<file path="src/rtl/fir_band_scheduler_if.sv">
// Sample, coefficient-ROM and band-result signals between the sample source and
// fir_band_scheduler. The scheduler uses the slave modport; the source/ROM side uses master.
interface fir_band_scheduler_if #(
    parameter int unsigned DW     = 10,
    parameter int unsigned BAND_W = 2,
    parameter int unsigned TAP_W  = 5
);
    logic                      sample_valid;
    logic [DW-1:0]             sample_in;
    logic [BAND_W+TAP_W-1:0]   coef_addr;
    logic [DW-1:0]             coef_data;
    logic                      busy;
    logic [DW-1:0]             band_out;
    logic [BAND_W-1:0]         band_id;
    logic                      out_valid;
    logic                      overrun;

    modport master (
        output sample_valid, sample_in, coef_data,
        input  coef_addr, busy, band_out, band_id, out_valid, overrun
    );

    modport slave (
        input  sample_valid, sample_in, coef_data,
        output coef_addr, busy, band_out, band_id, out_valid, overrun
    );
endinterface

</file>
<file path="src/rtl/fir_band_scheduler.sv">
// Time-shared serial-MAC sequencer for the 4-band sign-magnitude FIR bank.
// Define FIR_SCHED_SAT_EN to saturate band_out magnitudes above 511 instead of wrapping them.
module fir_band_scheduler #(
    parameter int unsigned ORDER  = 30,
    parameter int unsigned NBANDS = 4,
    parameter int unsigned DW     = 10,
    parameter int unsigned ACC_W  = 24,
    parameter int unsigned TAP_W  = 5,
    parameter int unsigned BAND_W = 2
) (
    input  logic                 clk_slow,
    input  logic                 rst,
    fir_band_scheduler_if.slave  io_bus
);
    localparam int unsigned MW      = DW - 1;
    localparam int unsigned PW      = 2 * MW;
    localparam int unsigned MAG_MAX = (2 ** MW) - 1;

    localparam logic [1:0] S_IDLE = 2'b00;
    localparam logic [1:0] S_MAC  = 2'b01;
    localparam logic [1:0] S_OUT  = 2'b10;

    logic [1:0]        r_state;
    logic [1:0]        w_state_nxt;
    logic [DW-1:0]     r_hist [ORDER];
    logic [TAP_W-1:0]  r_wr_ptr;
    logic [TAP_W-1:0]  r_tap;
    logic [BAND_W-1:0] r_band;
    logic [ACC_W-1:0]  r_acc;
    logic              r_busy;
    logic              r_out_valid;
    logic              r_overrun;
    logic [DW-1:0]     r_band_out;
    logic [BAND_W-1:0] r_band_id;

    logic              w_accept;
    logic              w_last_tap;
    logic              w_last_band;
    logic [DW-1:0]     w_sample;
    logic [TAP_W-1:0]  w_idx;
    logic [DW-1:0]     w_x;
    logic [PW-1:0]     w_prod;
    logic [MW-1:0]     w_pmag;
    logic [ACC_W-1:0]  w_term;
    logic [ACC_W-1:0]  w_mag;
    logic [MW-1:0]     w_out_mag;
    logic              w_out_sign;

    assign w_last_tap  = (r_tap == TAP_W'(ORDER - 1));
    assign w_last_band = (r_band == BAND_W'(NBANDS - 1));
    assign w_sample    = (io_bus.sample_in[MW-1:0] == '0) ? '0 : io_bus.sample_in;

    // Newest sample sits at wr_ptr; modular subtract stays correct for non-power-of-two ORDER
    assign w_idx  = (r_wr_ptr >= r_tap) ? (r_wr_ptr - r_tap)
                                        : (r_wr_ptr + TAP_W'(ORDER) - r_tap);
    assign w_x    = r_hist[w_idx];
    assign w_prod = PW'(w_x[MW-1:0]) * PW'(io_bus.coef_data[MW-1:0]);
    assign w_pmag = MW'(w_prod >> MW);
    assign w_term = (w_x[DW-1] ^ io_bus.coef_data[DW-1]) ? (ACC_W'(0) - ACC_W'(w_pmag))
                                                         : ACC_W'(w_pmag);

    assign w_mag  = r_acc[ACC_W-1] ? (ACC_W'(0) - r_acc) : r_acc;
`ifdef FIR_SCHED_SAT_EN
    assign w_out_mag = (w_mag > ACC_W'(MAG_MAX)) ? MW'(MAG_MAX) : MW'(w_mag);
`else
    assign w_out_mag = MW'(w_mag);
`endif
    assign w_out_sign = r_acc[ACC_W-1] && (w_out_mag != '0);

    always_ff @(posedge clk_slow or posedge rst) begin
        if (rst) r_state <= S_IDLE;
        else     r_state <= w_state_nxt;
    end

    always_comb begin
        w_state_nxt = r_state;
        w_accept    = 1'b0;
        case (r_state)
            S_IDLE: begin
                if (io_bus.sample_valid) begin
                    w_accept    = 1'b1;
                    w_state_nxt = S_MAC;
                end
            end
            S_MAC:   if (w_last_tap) w_state_nxt = S_OUT;
            S_OUT:   w_state_nxt = w_last_band ? S_IDLE : S_MAC;
            default: w_state_nxt = S_IDLE;
        endcase
    end

    // History buffer, MAC datapath and registered outputs
    always_ff @(posedge clk_slow or posedge rst) begin
        if (rst) begin
            for (int unsigned i = 0; i < ORDER; i++) r_hist[TAP_W'(i)] <= '0;
            r_wr_ptr    <= '0;
            r_tap       <= '0;
            r_band      <= '0;
            r_acc       <= '0;
            r_busy      <= 1'b0;
            r_out_valid <= 1'b0;
            r_overrun   <= 1'b0;
            r_band_out  <= '0;
            r_band_id   <= '0;
        end else begin
            r_out_valid <= 1'b0;
            r_overrun   <= io_bus.sample_valid && (r_state != S_IDLE);
            r_busy      <= (w_state_nxt != S_IDLE);
            case (r_state)
                S_IDLE: begin
                    if (w_accept) begin
                        r_hist[r_wr_ptr] <= w_sample;
                        r_band           <= '0;
                        r_tap            <= '0;
                        r_acc            <= '0;
                    end
                end
                S_MAC: begin
                    r_acc <= r_acc + w_term;
                    r_tap <= w_last_tap ? '0 : (r_tap + TAP_W'(1));
                end
                S_OUT: begin
                    r_out_valid <= 1'b1;
                    r_band_id   <= r_band;
                    r_band_out  <= {w_out_sign, w_out_mag};
                    r_acc       <= '0;
                    r_tap       <= '0;
                    r_band      <= r_band + BAND_W'(1);
                    if (w_last_band)
                        r_wr_ptr <= (r_wr_ptr == TAP_W'(ORDER - 1)) ? '0 : (r_wr_ptr + TAP_W'(1));
                end
                default: ;
            endcase
        end
    end

    assign io_bus.coef_addr = {r_band, r_tap};
    assign io_bus.busy      = r_busy;
    assign io_bus.band_out  = r_band_out;
    assign io_bus.band_id   = r_band_id;
    assign io_bus.out_valid = r_out_valid;
    assign io_bus.overrun   = r_overrun;
endmodule
</file>
<file path="src/flat_wrapper.sv">
// flat-port wrapper written by rule: the top's interface ports become plain ports
module fir_band_scheduler_flat 
#(
    parameter int unsigned ORDER  = 30,
    parameter int unsigned NBANDS = 4,
    parameter int unsigned DW     = 10,
    parameter int unsigned ACC_W  = 24,
    parameter int unsigned TAP_W  = 5,
    parameter int unsigned BAND_W = 2
)
  (clk_slow, rst, io_bus_sample_valid, io_bus_sample_in, io_bus_coef_data, io_bus_coef_addr, io_bus_busy, io_bus_band_out, io_bus_band_id, io_bus_out_valid, io_bus_overrun);
  fir_band_scheduler_if #(.DW(DW), .BAND_W(BAND_W), .TAP_W(TAP_W)) io_bus_i ();
  input  logic clk_slow;
  input  logic rst;
  input wire logic [$bits(io_bus_i.sample_valid)-1:0] io_bus_sample_valid;
  input wire logic [$bits(io_bus_i.sample_in)-1:0] io_bus_sample_in;
  input wire logic [$bits(io_bus_i.coef_data)-1:0] io_bus_coef_data;
  output wire logic [$bits(io_bus_i.coef_addr)-1:0] io_bus_coef_addr;
  output wire logic [$bits(io_bus_i.busy)-1:0] io_bus_busy;
  output wire logic [$bits(io_bus_i.band_out)-1:0] io_bus_band_out;
  output wire logic [$bits(io_bus_i.band_id)-1:0] io_bus_band_id;
  output wire logic [$bits(io_bus_i.out_valid)-1:0] io_bus_out_valid;
  output wire logic [$bits(io_bus_i.overrun)-1:0] io_bus_overrun;
  assign io_bus_i.sample_valid = io_bus_sample_valid;
  assign io_bus_i.sample_in = io_bus_sample_in;
  assign io_bus_i.coef_data = io_bus_coef_data;
  assign io_bus_coef_addr = io_bus_i.coef_addr;
  assign io_bus_busy = io_bus_i.busy;
  assign io_bus_band_out = io_bus_i.band_out;
  assign io_bus_band_id = io_bus_i.band_id;
  assign io_bus_out_valid = io_bus_i.out_valid;
  assign io_bus_overrun = io_bus_i.overrun;
  fir_band_scheduler #(.ORDER(ORDER), .NBANDS(NBANDS), .DW(DW), .ACC_W(ACC_W), .TAP_W(TAP_W), .BAND_W(BAND_W)) u_core (.clk_slow(clk_slow), .rst(rst), .io_bus(io_bus_i));
endmodule
</file>
<file path="config.mk">
export PLATFORM = sky130hd
export DESIGN_NAME = fir_band_scheduler_flat
export DESIGN_NICKNAME = d
export VERILOG_FILES = /design/src/rtl/fir_band_scheduler_if.sv /design/src/rtl/fir_band_scheduler.sv /design/src/flat_wrapper.sv
export SDC_FILE = /design/constraint.sdc
export NUM_CORES = 1
export LEC_CHECK = 0
export ABC_CLOCK_PERIOD_IN_PS = 15810
export CORE_UTILIZATION = 45
export CTS_CLUSTER_DIAMETER = 80
export DETAILED_ROUTE_END_ITERATION = 7
export GPL_TIMING_DRIVEN = 0
export HOLD_SLACK_MARGIN = 0.08
export PLACE_DENSITY_LB_ADDON = 0.2
export SKIP_CTS_REPAIR_TIMING = 1
export SYNTH_ARGS = -nofsm -noshare
export SYNTH_HDL_FRONTEND = slang
export SYNTH_SLANG_ARGS = --single-unit
</file>
<file path="constraint.sdc">
create_clock -name clk_slow -period 15.81 [get_ports clk_slow]
set_input_delay 3.9525 -clock clk_slow [delete_from_list [all_inputs] [get_ports clk_slow]]
set_output_delay 3.9525 -clock clk_slow [all_outputs]
set_load 0.05 [all_outputs]
</file>
==> impl_metrics.py <==
metrics = {
    "detailed_routing": {
        "drt-pass1-iter-count": 5,
        "vias": 14500,
        "drt_wl_total_um": 53600,
        "wl_per_cell_um": 21.2,
        "routed_via_density": 5.72,
        "drt-initial-drc-count": 917,
        "ant_nets": 0,
        "drc": 0,
    },
    "cts": {
        "worstSkewPairLatency_ns": 0.56,
        "path_clk_slew_ns": 0.06,
        "htreeDepth": 2,
        "cts_tree": "built",
        "root_buffer": "clkbuf_16",
        "clkSinkCount": 353,
        "numCtsBuffers": 39,
        "cts.path.max_buffers": 3,
    },
    "final_layout": {
        "final_cell_mix": "353 x dfrtp_1, 294 x mux2_2, 164 x nand2_1, 105 x inv_1, 87 x clkbuf_1",
        "layout-drive-gt1-share_pct": 24.1,
        "diodes": 0,
        "fill_cells": 4065,
        "final_common_cell": "dfrtp_1",
        "regArea_um2": 8830,
        "layout.nets": 2044,
        "final_cells": 2531,
        "multiInputGateArea_um2": 11200,
        "syn_to_final_growth_pct": 12.4,
    },
    "worst_setup_path": {
        "worstReg2RegEnd": "u_core.r_acc[23]",
        "cp_top_family": "compound AO/OA/AOI/OAI gates",
        "cp.required_ns": 16.25,
        "path_buf_inv": 11,
        "reg2reg_depth": 50,
        "max_stage_delay_ns": 0.83,
        "critical_path_depth": 50,
        "r2r_slack_ns": 1.32,
        "endpoint": "u_core.r_acc[23]",
        "path_max_fanout": 10,
        "timing.rr.start": "u_core.r_wr_ptr[0]",
        "cp_slowest_cell": "clkbuf_1",
        "arrival_ns": 14.93,
        "cp-startpoint": "u_core.r_wr_ptr[0]",
        "crit_top_cell": "a21oi_1",
        "setup.worst_path.start_class": "register",
        "end_kind": "register",
        "critPathKind": "register to register",
    },
    "place": {
        "port_buffers": 44,
        "dp_hpwl_um": 38300,
        "place_congestion": 0.848,
        "dp.cells": 2462,
    },
    "logic_synthesis": {
        "synth_area_leaders": "dfrtp_1 42%, mux2_2 16%, mux4_2 6.9%",
        "postSynthAreaPerCell_um2": 11.5,
        "synth_warnings": 0,
        "async_flop_share_pct": 100,
        "ys.flop_type": "dfrtp_1",
        "yosysTopAreaCellShare_pct": 42.3,
        "netlist_instances": 1815,
        "synth_edf_count": 0,
        "synth_top_cell_by_area": "dfrtp_1",
        "seq_area_frac_synth_pct": 42.3,
        "yosysUniqueCellTypes": 85,
        "syn_nets": 1956,
        "syn_area_um2": 20900,
        "synth-seq-cells": 353,
    },
    "grt": {
        "grt_overflow": 0,
        "grt_max_degree": 127,
        "track_usage_pct": 23.5,
        "antenna_found_initial": 2,
        "grt_pass1_wl_um": 85600,
        "grt_pass1_vias": 15000,
    },
    "timing": {
        "max-slew-margin-rel_pct": 8.09,
        "grt_setup_unrepaired": "false",
        "maxSlewViolCount": 0,
        "fin_crit_sh_pct": 91.6,
        "setup_viol": 0,
        "hold_viol": 0,
        "worst_slew_pin_slew_ns": 1.37,
        "period_minus_slack_ns": 14.49,
        "fin_hold_ws_ns": 0.472,
        "clock_skew_ns": 0.0155,
        "max_freq_mhz": 69.0,
    },
    "floorplanning": {
        "std_cell_rows": 78,
        "core_area_um2": 45600,
        "ioPinCount": 45,
        "die_h_um": 217,
        "die_area_um2": 47300,
        "fp.dieW_um": 217,
        "start_util_pct": 45.8,
    },
    "hold_path": {
        "hp-class": "register to register",
    },
    "run": {
        "maxCapViolations": 0,
    },
    "outcome": {
        "outcome": "finished clean",
    },
}
-- routing by layer --
metal | global-route usage, % | routed length, um | vias to the layer above
li1 | - | - | 6614
met1 | 31.4 | 24000 | 7513
met2 | 39.5 | 26200 | 260
met3 | 2.59 | 1760 | 88
met4 | 8.22 | 1650 | 0
met5 | 0 | 0 | -
-- worst min-delay path by stage --
stage	start	endpoint	slack, ns	cells after the start
final	u_core.io_bus.band_id[0]	u_core.io_bus.band_id[0]	0.47	2
after global routing	u_core.io_bus.band_out[0]	u_core.io_bus.band_out[0]	0.50	2
after CTS	u_core.io_bus.band_id[0]	u_core.io_bus.band_id[0]	0.48	2
after floorplan	u_core.r_hist[119]	u_core.r_hist[119]	0.44	2
after global placement	u_core.r_hist[129]	u_core.r_hist[129]	0.46	2
after detailed placement	u_core.io_bus.band_id[0]	u_core.io_bus.band_id[0]	0.47	2
-- logic make-up (layout without fill, tap and decap cells) --
kind of cell	after synthesis	count (layout)	share of synthesized area, %
buffers and inverters	212	328	3.98
AND/OR/NAND/NOR	467	467	11.0
multiplexers	396	396	24.7
flip-flops	353	353	42.3
AO/OA/AOI/OAI	236	236	7.64
adder cells (fa/ha/maj)	118	118	8.94
XOR/XNOR	33	33	1.42
-- flip-flops by register name (all words and copies together) (netlist names) --
register                 cells
u_core.io_bus.overrun        1
u_core.r_band                2
u_core.io_bus.band_out      10
u_core.r_hist              300
u_core.r_acc                24
u_core.r_tap                 5
u_core.io_bus.busy           1
u_core.io_bus.band_id        2
u_core.r_wr_ptr              5
u_core.r_state               2
u_core.io_bus.out_valid      1
-- final cells by class --
class / instances / share of cell area, %
clock inverter: 12 / 0.789
inverter: 107 / 1.74
multi-input combinational: 1250 / 47.8
tap: 600 / 3.20
clock buffer: 57 / 4.83
buffer: 105 / 1.83
sequential: 353 / 37.6
timing repair buffer: 47 / 2.14
-- per-stage QoR --
stage	TNS (ns)	setup slack [ns]	cell area, um2	utilization (%)
2_1_floorplan	0	2.07	20900	-
3_3_place_gp	-740.32	-2.16	22100	48.4
3_5_place_dp	0	1.43	22100	48.6
4_1_cts	0	1.34	23500	51.5
5_1_grt	0	0.432	23500	51.5
6_report	0	1.32	23500	51.5
-- cells in the mapped netlist, types with 8 or more instances --
| cell | instances |
|---|---|
| dfrtp_1 | 353 |
| mux2_2 | 294 |
| nand2_1 | 164 |
| inv_1 | 106 |
| clkbuf_1 | 78 |
| nor2_1 | 78 |
| o21ai_0 | 71 |
| ha_1 | 66 |
| mux4_2 | 64 |
| fa_1 | 52 |
| nor2b_1 | 44 |
| nand2b_1 | 41 |
| mux2i_1 | 34 |
| a21oi_1 | 33 |
| nor3_1 | 28 |
| and3_1 | 25 |
| nand3_1 | 18 |
| xor2_1 | 18 |
| a21o_1 | 17 |
| and2_1 | 17 |
| a31oi_1 | 16 |
| nand4_1 | 16 |
| buf_1 | 14 |
| xnor2_1 | 14 |
| o21ai_1 | 13 |
| a221oi_1 | 9 |
| or3_1 | 8 |
-- tightest hold or removal path, stage by stage, from the launching register on --
cell and delay [ns]:
dfrtp_1 0.34, nand2_1 0.05, nand2_1 0.05
Power is not shown: default switching activity piles up to over one toggle a cycle in this logic, so the estimate is an artifact.
